[src/rtl/led_frame_composer.sv]
// led_frame_composer
//   Takes a snapshot of the game state when frame_start is seen in IDLE.
//   Then streams one 24-bit {G,R,B} colour word per LED, index 0 up to
//   MAX_POS-1, over a valid/ready handshake to the strip serializer.
//   Every frame is built from its own snapshot, so game-state changes made
//   while the frame streams do not show until the next frame.
//
// Optional feature (compile-time macro COLOR_BLEND_EN):
//   defined   - on the game screen, players that share an LED are OR-blended.
//   undefined - on the game screen, one colour is shown, by priority
//               red > blue > green > yellow.
//
// Ports:
//   clk, reset            system clock, synchronous active-high reset
//   frame_start           one-cycle request for a new frame (used only in IDLE)
//   current_screen        0 menu, 1 game, 2 end, 3 blank
//   *_cur_pos             player positions (PW bits each)
//   *_ready_to_play       menu ready flags
//   countdown             menu countdown value
//   pixel_ready           serializer accepts the current pixel
//   pixel_valid           pixel_data / pixel_index are valid
//   pixel_data            registered {G,R,B} colour word
//   pixel_index           LED index of the current pixel
//   pixel_last            high with pixel_valid on index MAX_POS-1
//   frame_busy            high while streaming and during the done cycle
//   frame_done            one-cycle pulse after the last pixel is accepted
module led_frame_composer #(
  parameter int         MAX_POS    = 16,
  parameter logic [7:0] BRIGHTNESS = 8'h20,
  localparam int        PW         = $clog2(MAX_POS)
) (
  input  logic          clk,
  input  logic          reset,
  input  logic          frame_start,
  input  logic [1:0]    current_screen,
  input  logic [PW-1:0] red_cur_pos,
  input  logic [PW-1:0] blue_cur_pos,
  input  logic [PW-1:0] green_cur_pos,
  input  logic [PW-1:0] yellow_cur_pos,
  input  logic          red_ready_to_play,
  input  logic          blue_ready_to_play,
  input  logic          green_ready_to_play,
  input  logic          yellow_ready_to_play,
  input  logic [2:0]    countdown,
  input  logic          pixel_ready,
  output logic          pixel_valid,
  output logic [23:0]   pixel_data,
  output logic [PW-1:0] pixel_index,
  output logic          pixel_last,
  output logic          frame_busy,
  output logic          frame_done
);

  localparam logic [23:0]   COL_RED    = {8'h00, BRIGHTNESS, 8'h00};
  localparam logic [23:0]   COL_BLUE   = {16'h0000, BRIGHTNESS};
  localparam logic [23:0]   COL_GREEN  = {BRIGHTNESS, 16'h0000};
  localparam logic [23:0]   COL_YELLOW = {BRIGHTNESS, BRIGHTNESS, 8'h00};
  localparam logic [23:0]   COL_WHITE  = {BRIGHTNESS, BRIGHTNESS, BRIGHTNESS};
  localparam logic [PW-1:0] LAST_IDX   = PW'(MAX_POS - 1);
  localparam logic [31:0]   MAX_POS_U  = 32'(MAX_POS);

  typedef enum logic [1:0] {IDLE, STREAM, DONE} state_t;
  state_t state, state_next;

  logic [1:0]    snap_screen;
  logic [PW-1:0] snap_red, snap_blue, snap_green, snap_yellow;
  logic [3:0]    snap_ready;
  logic [2:0]    snap_countdown;

  logic          capture, accept, is_last;
  logic [PW-1:0] idx_next;

  // Colour of LED idx for a given set of state values; rdy is {y,g,b,r}.
  function automatic logic [23:0] pixel_color(
    input logic [PW-1:0] idx,
    input logic [1:0]    scr,
    input logic [PW-1:0] pr, pb, pg, py,
    input logic [3:0]    rdy,
    input logic [2:0]    cd
  );
    logic [23:0] c;
    c = '0;
    case (scr)
      2'd0: begin
        if      (idx == PW'(0) && rdy[0]) c = COL_RED;
        else if (idx == PW'(1) && rdy[1]) c = COL_BLUE;
        else if (idx == PW'(2) && rdy[2]) c = COL_GREEN;
        else if (idx == PW'(3) && rdy[3]) c = COL_YELLOW;
        // i >= MAX_POS - c, rewritten as i + c >= MAX_POS so nothing underflows.
        // The countdown bar wins if it reaches down into the ready LEDs.
        if (cd != 3'd0 && (32'(idx) + 32'(cd) >= MAX_POS_U)) c = COL_WHITE;
      end
      2'd1: begin
`ifdef COLOR_BLEND_EN
        if (idx == pr) c = c | COL_RED;
        if (idx == pb) c = c | COL_BLUE;
        if (idx == pg) c = c | COL_GREEN;
        if (idx == py) c = c | COL_YELLOW;
`else
        if      (idx == pr) c = COL_RED;
        else if (idx == pb) c = COL_BLUE;
        else if (idx == pg) c = COL_GREEN;
        else if (idx == py) c = COL_YELLOW;
`endif
      end
      2'd2: begin
        if      (pr == LAST_IDX) c = COL_RED;
        else if (pb == LAST_IDX) c = COL_BLUE;
        else if (pg == LAST_IDX) c = COL_GREEN;
        else if (py == LAST_IDX) c = COL_YELLOW;
      end
      default: c = '0;
    endcase
    return c;
  endfunction

  always_ff @(posedge clk) begin
    if (reset) state <= IDLE;
    else       state <= state_next;
  end

  always_comb begin
    state_next  = state;
    pixel_valid = 1'b0;
    frame_busy  = 1'b0;
    frame_done  = 1'b0;
    is_last     = (pixel_index == LAST_IDX);
    idx_next    = pixel_index + 1'b1;
    capture     = 1'b0;
    case (state)
      IDLE: begin
        capture = frame_start;
        if (frame_start) state_next = STREAM;
      end
      STREAM: begin
        pixel_valid = 1'b1;
        frame_busy  = 1'b1;
        if (pixel_ready && is_last) state_next = DONE;
      end
      DONE: begin
        frame_busy = 1'b1;
        frame_done = 1'b1;
        state_next = IDLE;
      end
      default: state_next = IDLE;
    endcase
    accept     = pixel_valid && pixel_ready;
    pixel_last = pixel_valid && is_last;
  end

  // Pixel 0 is computed straight from the live inputs while they are being
  // captured, so it is ready in the first STREAM cycle. Each accepted pixel
  // preloads the next colour from the snapshot.
  always_ff @(posedge clk) begin
    if (reset) begin
      snap_screen    <= '0;
      snap_red       <= '0;
      snap_blue      <= '0;
      snap_green     <= '0;
      snap_yellow    <= '0;
      snap_ready     <= '0;
      snap_countdown <= '0;
      pixel_index    <= '0;
      pixel_data     <= '0;
    end else if (capture) begin
      snap_screen    <= current_screen;
      snap_red       <= red_cur_pos;
      snap_blue      <= blue_cur_pos;
      snap_green     <= green_cur_pos;
      snap_yellow    <= yellow_cur_pos;
      snap_ready     <= {yellow_ready_to_play, green_ready_to_play,
                         blue_ready_to_play, red_ready_to_play};
      snap_countdown <= countdown;
      pixel_index    <= '0;
      pixel_data     <= pixel_color('0, current_screen, red_cur_pos, blue_cur_pos,
                                    green_cur_pos, yellow_cur_pos,
                                    {yellow_ready_to_play, green_ready_to_play,
                                     blue_ready_to_play, red_ready_to_play},
                                    countdown);
    end else if (accept) begin
      if (is_last) begin
        pixel_index <= '0;
        pixel_data  <= '0;
      end else begin
        pixel_index <= idx_next;
        pixel_data  <= pixel_color(idx_next, snap_screen, snap_red, snap_blue,
                                   snap_green, snap_yellow, snap_ready,
                                   snap_countdown);
      end
    end
  end

endmodule

[config.mk]
export PLATFORM = sky130hd
export DESIGN_NAME = led_frame_composer
export DESIGN_NICKNAME = d
export VERILOG_FILES = /design/src/rtl/led_frame_composer.sv
export SDC_FILE = /design/constraint.sdc
export NUM_CORES = 1
export LEC_CHECK = 0
export CAP_MARGIN = 20
export CORE_UTILIZATION = 35
export DETAILED_ROUTE_END_ITERATION = 16
export SLEW_MARGIN = 15
export SYNTH_ARGS = -nofsm -noshare
export SYNTH_HDL_FRONTEND = slang
export SYNTH_SLANG_ARGS = --single-unit
[constraint.sdc]
create_clock -name clk -period 2.1 [get_ports clk]
set_input_delay 0.42 -clock clk [delete_from_list [all_inputs] [get_ports clk]]
set_output_delay 0.42 -clock clk [all_outputs]
set_load 0.01 [all_outputs]
# --- After elaboration in Yosys (flattened, before gate mapping) ---
# Index checks and enable logic that the tools add are counted.
totals:
  word_cells: 97
  regBits: 55
  input_bits: 29
  output_inout_bits: 32
classes:
  add_sub_neg: 2
  reduce_logical: 23
  muxes: 36
  eq_ne: 24
  magnitude_cmp: 2
op_table:
  columns: ["op", "count"]
  rows:
  - ["$mux W22", 20]
  - ["$pmux W24 S3", 2]
  - ["$mux W24", 5]
  - ["$eq A4 B4 Y1 const B", 9]
  - ["$logic_not A4 Y1", 5]
  - ["$eq A4 B4 Y1", 4]
  - ["$mux W14", 1]
  - ["$logic_and A1 B1 Y1", 9]
  - ["$eq A4 B2 Y1 const B", 2]
  - ["$eq A2 B1 Y1 const B", 3]
  - ["$eq A2 B2 Y1 const B", 3]
  - ["$logic_not A2 Y1", 3]
  - ["$reduce_bool A3 Y1", 2]
  - ["$add A4 B3 Y5", 1]
  - ["$ge A3 B5 Y1 const B", 1]
  - ["$ge A5 B5 Y1 const B", 1]
  - ["$add A4 B1 Y4 const B", 1]
  - ["$eq A4 B1 Y1 const B", 1]
  - ["$mux W1", 4]
  - ["$mux W2", 2]
  - ["$mux W4", 1]
  - ["$ne A2 B2 Y1 const B", 2]
  - ["$pmux W2 S2", 1]
  - ["$reduce_or A2 Y1", 2]
  - ["other kinds (2)", 2]

# --- Depth between registers and ports, before layout ---
# Gate-level depths: netlist of run 1.
logic_depth:
  word_depth: 12
  depth_mapped: 9
  depth_no_buf: 8

# --- Worst setup path after synthesis of run 1 ---
# Ideal clock, no wire load.
synth_timing:
  path_type: "register to register"
  startpoint: "register pixel_index[0]"
  endpoint: "register pixel_data[5]"
  n_path_buf: 2
  setup_time_ns: 0.088
  synth_period_minus_slack_ns: 2.231
  required_time_ns: 2.012
  setup_slack_ns: -0.131
  stages_incl_launch_ff: 10
  arrival_ns: 2.143
  path_cell_list: "dfxtp_1 buf_2 inv_1 ha_1 buf_1 xor2_1 nor3_1 nand2_1 o32a_1 a311oi_2"
synth_between:
  elab_chain_cells: 11
  word_cells_on_any_way: 25
  classes_between: "add/sub: 2; order compare: 1; eq/ne: 6; mux: 11; reduce/logical: 5"
synth_lines:
  columns: ["element", "line", "rtl"]
  rows:
  - ["start, declared", "48", "output logic [PW-1:0] pixel_index,"]
  - ["start signal, assigned", "185", "pixel_index <= idx_next;"]
  - ["parallel branches: the longest is 8 deep, another holds $add A4 B3 Y5", null, null]
  - ["$mux W24 (*)", "181", "if (is_last) begin"]
  - ["$mux W24 (*)", "180", "end else if (accept) begin"]
  - ["$mux W24 (*)", "165", "end else if (capture) begin"]
  - ["end signal, assigned", "175", "pixel_data <= pixel_color('0, current_screen, red_cur_pos, blue_cur_pos,"]
  - ["end signal, assigned", "186", "pixel_data <= pixel_color(idx_next, snap_screen, snap_red, snap_blue,"]
  - ["end, declared", "47", "output logic [23:0] pixel_data,"]
# Every way passes the cells marked *. The select of a mux whose other input is x is not followed.
# A chain may end at the register's enable or synchronous reset.

# --- Final worst setup path of run 1 ---
# Ends and elaborated chain as after synthesis.

==> metrics, run 1 <==
result of the run=completed; Die X=83.13 microns; unrepaired setup endpoints after global routing=false; peak supply drop=218.2 uV; number of inserted diodes=0; initial cell density of the core=0.3628; gr usage total=0.1768; max cap viols=0; GR met2 Demand/Resource=0.2832; ordered cell list for the critical path=buf_4 -> and3_1 -> xnor3_1 -> and4b_4 -> o32a_1 -> a311oi_2; final RePlAce weighted congestion=a little under 0.9; average detailed-routed wire length per instance=between 10 and 15 microns; Post-synth ARST share=0; Yosys warning total=0; DRT Pass-1 Iters=4; post-synthesis instance area=2303 sq um; classification of the worst-slack hold path=flop to flop; critical path's slowest cell=dfxtp_4; internal power=approximately 1.1 mW; Leak=roughly 1.2 nW; total half-perimeter wirelength after legalization and detailed placement=4423 microns; DIE AREA=just under 7000 sq um; Clock transition at path regs=roughly 70 ps; final cell utilization of the core=0.4713; fraction of layout cells with a size suffix above 1=0.1312; kind of start point of the critical path=flop; pin count of the biggest net entering global routing=35; Worst Setup SP=pixel_index[0]; min Tclk post-route=2005 ps; sequential cell area fraction in the yosys report=0.2955; die height=83.13 microns; number of nets in the final layout=383; clock tree from TritonCTS=built; area inside the core boundary=6350 sq um; reported net switching power=509.6 uW; data arrival time of the worst path=about 2200 ps; capturing point of the worst reg2reg path=pixel_data[5]; number of placement rows=29; syn avg cell area=8.054 sq um; crit path capture type=flop; vias=around 2200; final non-filler cell area=2993 sq um; post-route fraction of the period consumed by the critical path=0.9548; number of antenna-violating nets in the routed design=0; final hold violations=0; total power=1.649 mW; required arrival time at the worst endpoint=2300 ps; global route total overflow=0; capturing instance or port of the critical path=pixel_data[5]; vias per inst=5.138; r2r setup slk=90 ps; power density over cell area=550.9 nW/um^2; layer with the highest usage after global routing=met2; Synth cell types=52; DP Area=approximately 2900 sq um; First DRT Iteration DRCs=93; RR Startpoint=pixel_index[0]; Routed WL=5860 microns; placed instance count=413; count of clock tree sinks=34; maximum clock rate=~0.5 GHz; Clock Skews=4.610 ps; number of H-tree levels=2; remaining design rule violation count=0; non-filler instance count after layout=420; buffers inserted during post-CTS setup optimization=0; Top Ports=61; Setup violations, final=0; worst-case reg-to-reg path depth=6; combinational share of power=0.271; Final Max Tran Viols=0; Bufs on Longest Clock Path=2; maximum fanout along the worst path=7; post-synthesis register bit count=34; layout overhead on the synthesized area=29.93%; met3 routing resource usage after global routing=0.03777; Primary FF master, synth=dfxtp_1; sum of negative setup slack=0 ps; register share of total power=0.447; root buffer cell=clkbuf_8; wire length of the first global-routing pass=9825 microns; Clock Latency Late Sink=just under 300 ps; CP max stage delay=380 ps; kind of critical path=flop to flop; switching part of the total=0.3091; Clock Power Share=0.282; number of enable-type register cells in the synthesized netlist=0; instance count of the mapped netlist=286; met1 routing resource usage after global routing=0.2399; number of buffers added by the clock tree synthesis step=5; vias in the first global route=around 2100; Port Buffers=39; number of antenna violations at the first check in global routing=0
[placed cells by master (no fill, tap or decap), drive strengths merged, types with 2 or more instances in the layout]
cell / synthesis / final
nand4b: 3 / 3
ha: 11 / 11
a31oi: 3 / 3
and3: 2 / 2
and4b: 2 / 2
nand3: 2 / 2
xor2: 10 / 10
a2111oi: 2 / 2
xnor3: 4 / 4
clkbuf: 13 / 7
nor2b: 3 / 3
clkdlybuf4s50: 0 / 38
a32oi: 2 / 2
nand2: 59 / 59
a21oi: 30 / 30
dfxtp: 34 / 34
nor3: 13 / 13
nor4: 4 / 4
and4: 3 / 3
nor2: 10 / 10
nand2b: 2 / 2
a211oi: 3 / 3
buf: 24 / 28
o31ai: 2 / 2
xnor2: 4 / 4
o21ai: 2 / 2
inv: 5 / 5
or4: 3 / 3
conb: 1 / 21
and2: 4 / 4
nand4: 6 / 6
a311oi: 3 / 3
a22oi: 3 / 3
[registers in the layout, summed over array words and instances (netlist names)]
name            count
snap_blue           4
snap_ready          4
snap_screen         2
snap_green          4
pixel_data          3
snap_countdown      3
state               2
pixel_index         4
snap_yellow         4
snap_red            4
[cells by family (layout without fill, tap and decap cells)]
| kind of cell | Yosys count | after routing | share of synthesized area |
|---|---|---|---|
| other | 1 | 21 | 0.001628 |
| DFF | 34 | 34 | 0.2955 |
| AOI/OAI and AO/OA | 59 | 59 | 0.1673 |
| xor gates and xnor gates | 19 | 19 | 0.1108 |
| buffers and inverters | 42 | 79 | 0.1048 |
| and+or+nand+nor | 119 | 119 | 0.2558 |
| adders and majority gates | 11 | 11 | 0.05975 |
| muxes | 1 | 1 | 0.004346 |
[worst min-delay path by stage]
stage / from / end / slack [ps] / cells after the start
after floorplan: snap_yellow[3] / snap_yellow[3] / 450 / 2
after global placement: snap_blue[3] / snap_blue[3] / 460 / 2
after detailed placement: snap_ready[2] / snap_ready[2] / 470 / 2
after CTS: snap_ready[2] / snap_ready[2] / 480 / 2
after global routing: snap_countdown[0] / snap_countdown[0] / 500 / 2
final: snap_green[2] / snap_green[2] / 480 / 2
[metal layers]
metal  share of wire  up-vias  wire (microns)
met5               0        -               0
met3           0.052        6             307
met2            0.44       59            2573
met4           0.014        0              83
li1                -     1089               -
met1            0.49     1004            2896
[metrics by stage]
stage	hold slack (ps)	setup slack (ps)
6_report	483.5	94.96
5_1_grt	497.5	9.153
4_1_cts	478.7	56.91
3_5_place_dp	468.9	-189.3
3_3_place_gp	464.5	-144.7
2_1_floorplan	445.7	31.25
[cells in the mapped netlist (4+ instances only)]
library cell  count  share of area
xnor3_1           4          0.039
xnor2_1           4          0.015
a21oi_1          30          0.065
nand2_1          59          0.096
nor2_1           10          0.016
clkbuf_1         13          0.021
xor2_1            9          0.034
nand4_1           6          0.016
dfxtp_1          34           0.30
nor4_1            4          0.011
nor3_1           13          0.028
buf_4            22          0.072
inv_1             5         0.0081
ha_1             11          0.060
and2_1            4          0.011
[area by class of cell]
cell class | instances | area, sq um
fill | 648 | 3357
timing repair buffer | 67 | 624.3
multi-input combinational | 230 | 1488
inverter | 5 | 18.77
clock buffer | 7 | 76.32
tap | 77 | 96.34
sequential | 34 | 689.4
[power groups by stage]
stage	sequential [mW]	combinational (mW)	clock [mW]
5_1_grt	0.743	0.501	0.502
3_3_place_gp	0.750	0.438	0
3_5_place_dp	0.752	0.444	0
2_1_floorplan	0.741	0.295	0
6_report	0.737	0.448	0.464
4_1_cts	0.736	0.446	0.479
[worst max-delay path: cells and delay by family (launching register included)]
family / cells / cell delay (ps)
AOI/OAI and AO/OA: 2 / 530
xor gates and xnor gates: 1 / 280
and+or+nand+nor: 2 / 550
DFF: 1 / 380
buffers and inverters: 1 / 180
[timing repair]
item / 4_1_cts / 5_1_grt
endpoints found under the setup margin: 3 / 3
resized for setup: 7 / 4
pin swaps: 0 / 0
hold buffers: 0 / 0
No activity file was read; power rests on OpenSTA's default activity.
==> inputs of run 2 (changes only) <==
--- a/config.mk
+++ b/config.mk
@@ -5,7 +5,7 @@
 export SDC_FILE = /design/constraint.sdc
 export NUM_CORES = 1
 export LEC_CHECK = 0
-export CAP_MARGIN = 20
+export CAP_MARGIN = 5
 export CORE_UTILIZATION = 35
 export DETAILED_ROUTE_END_ITERATION = 16
 export SLEW_MARGIN = 15
==> results of run 2 <==
The final DEF is identical to that of run 1; final timing and power are the same.
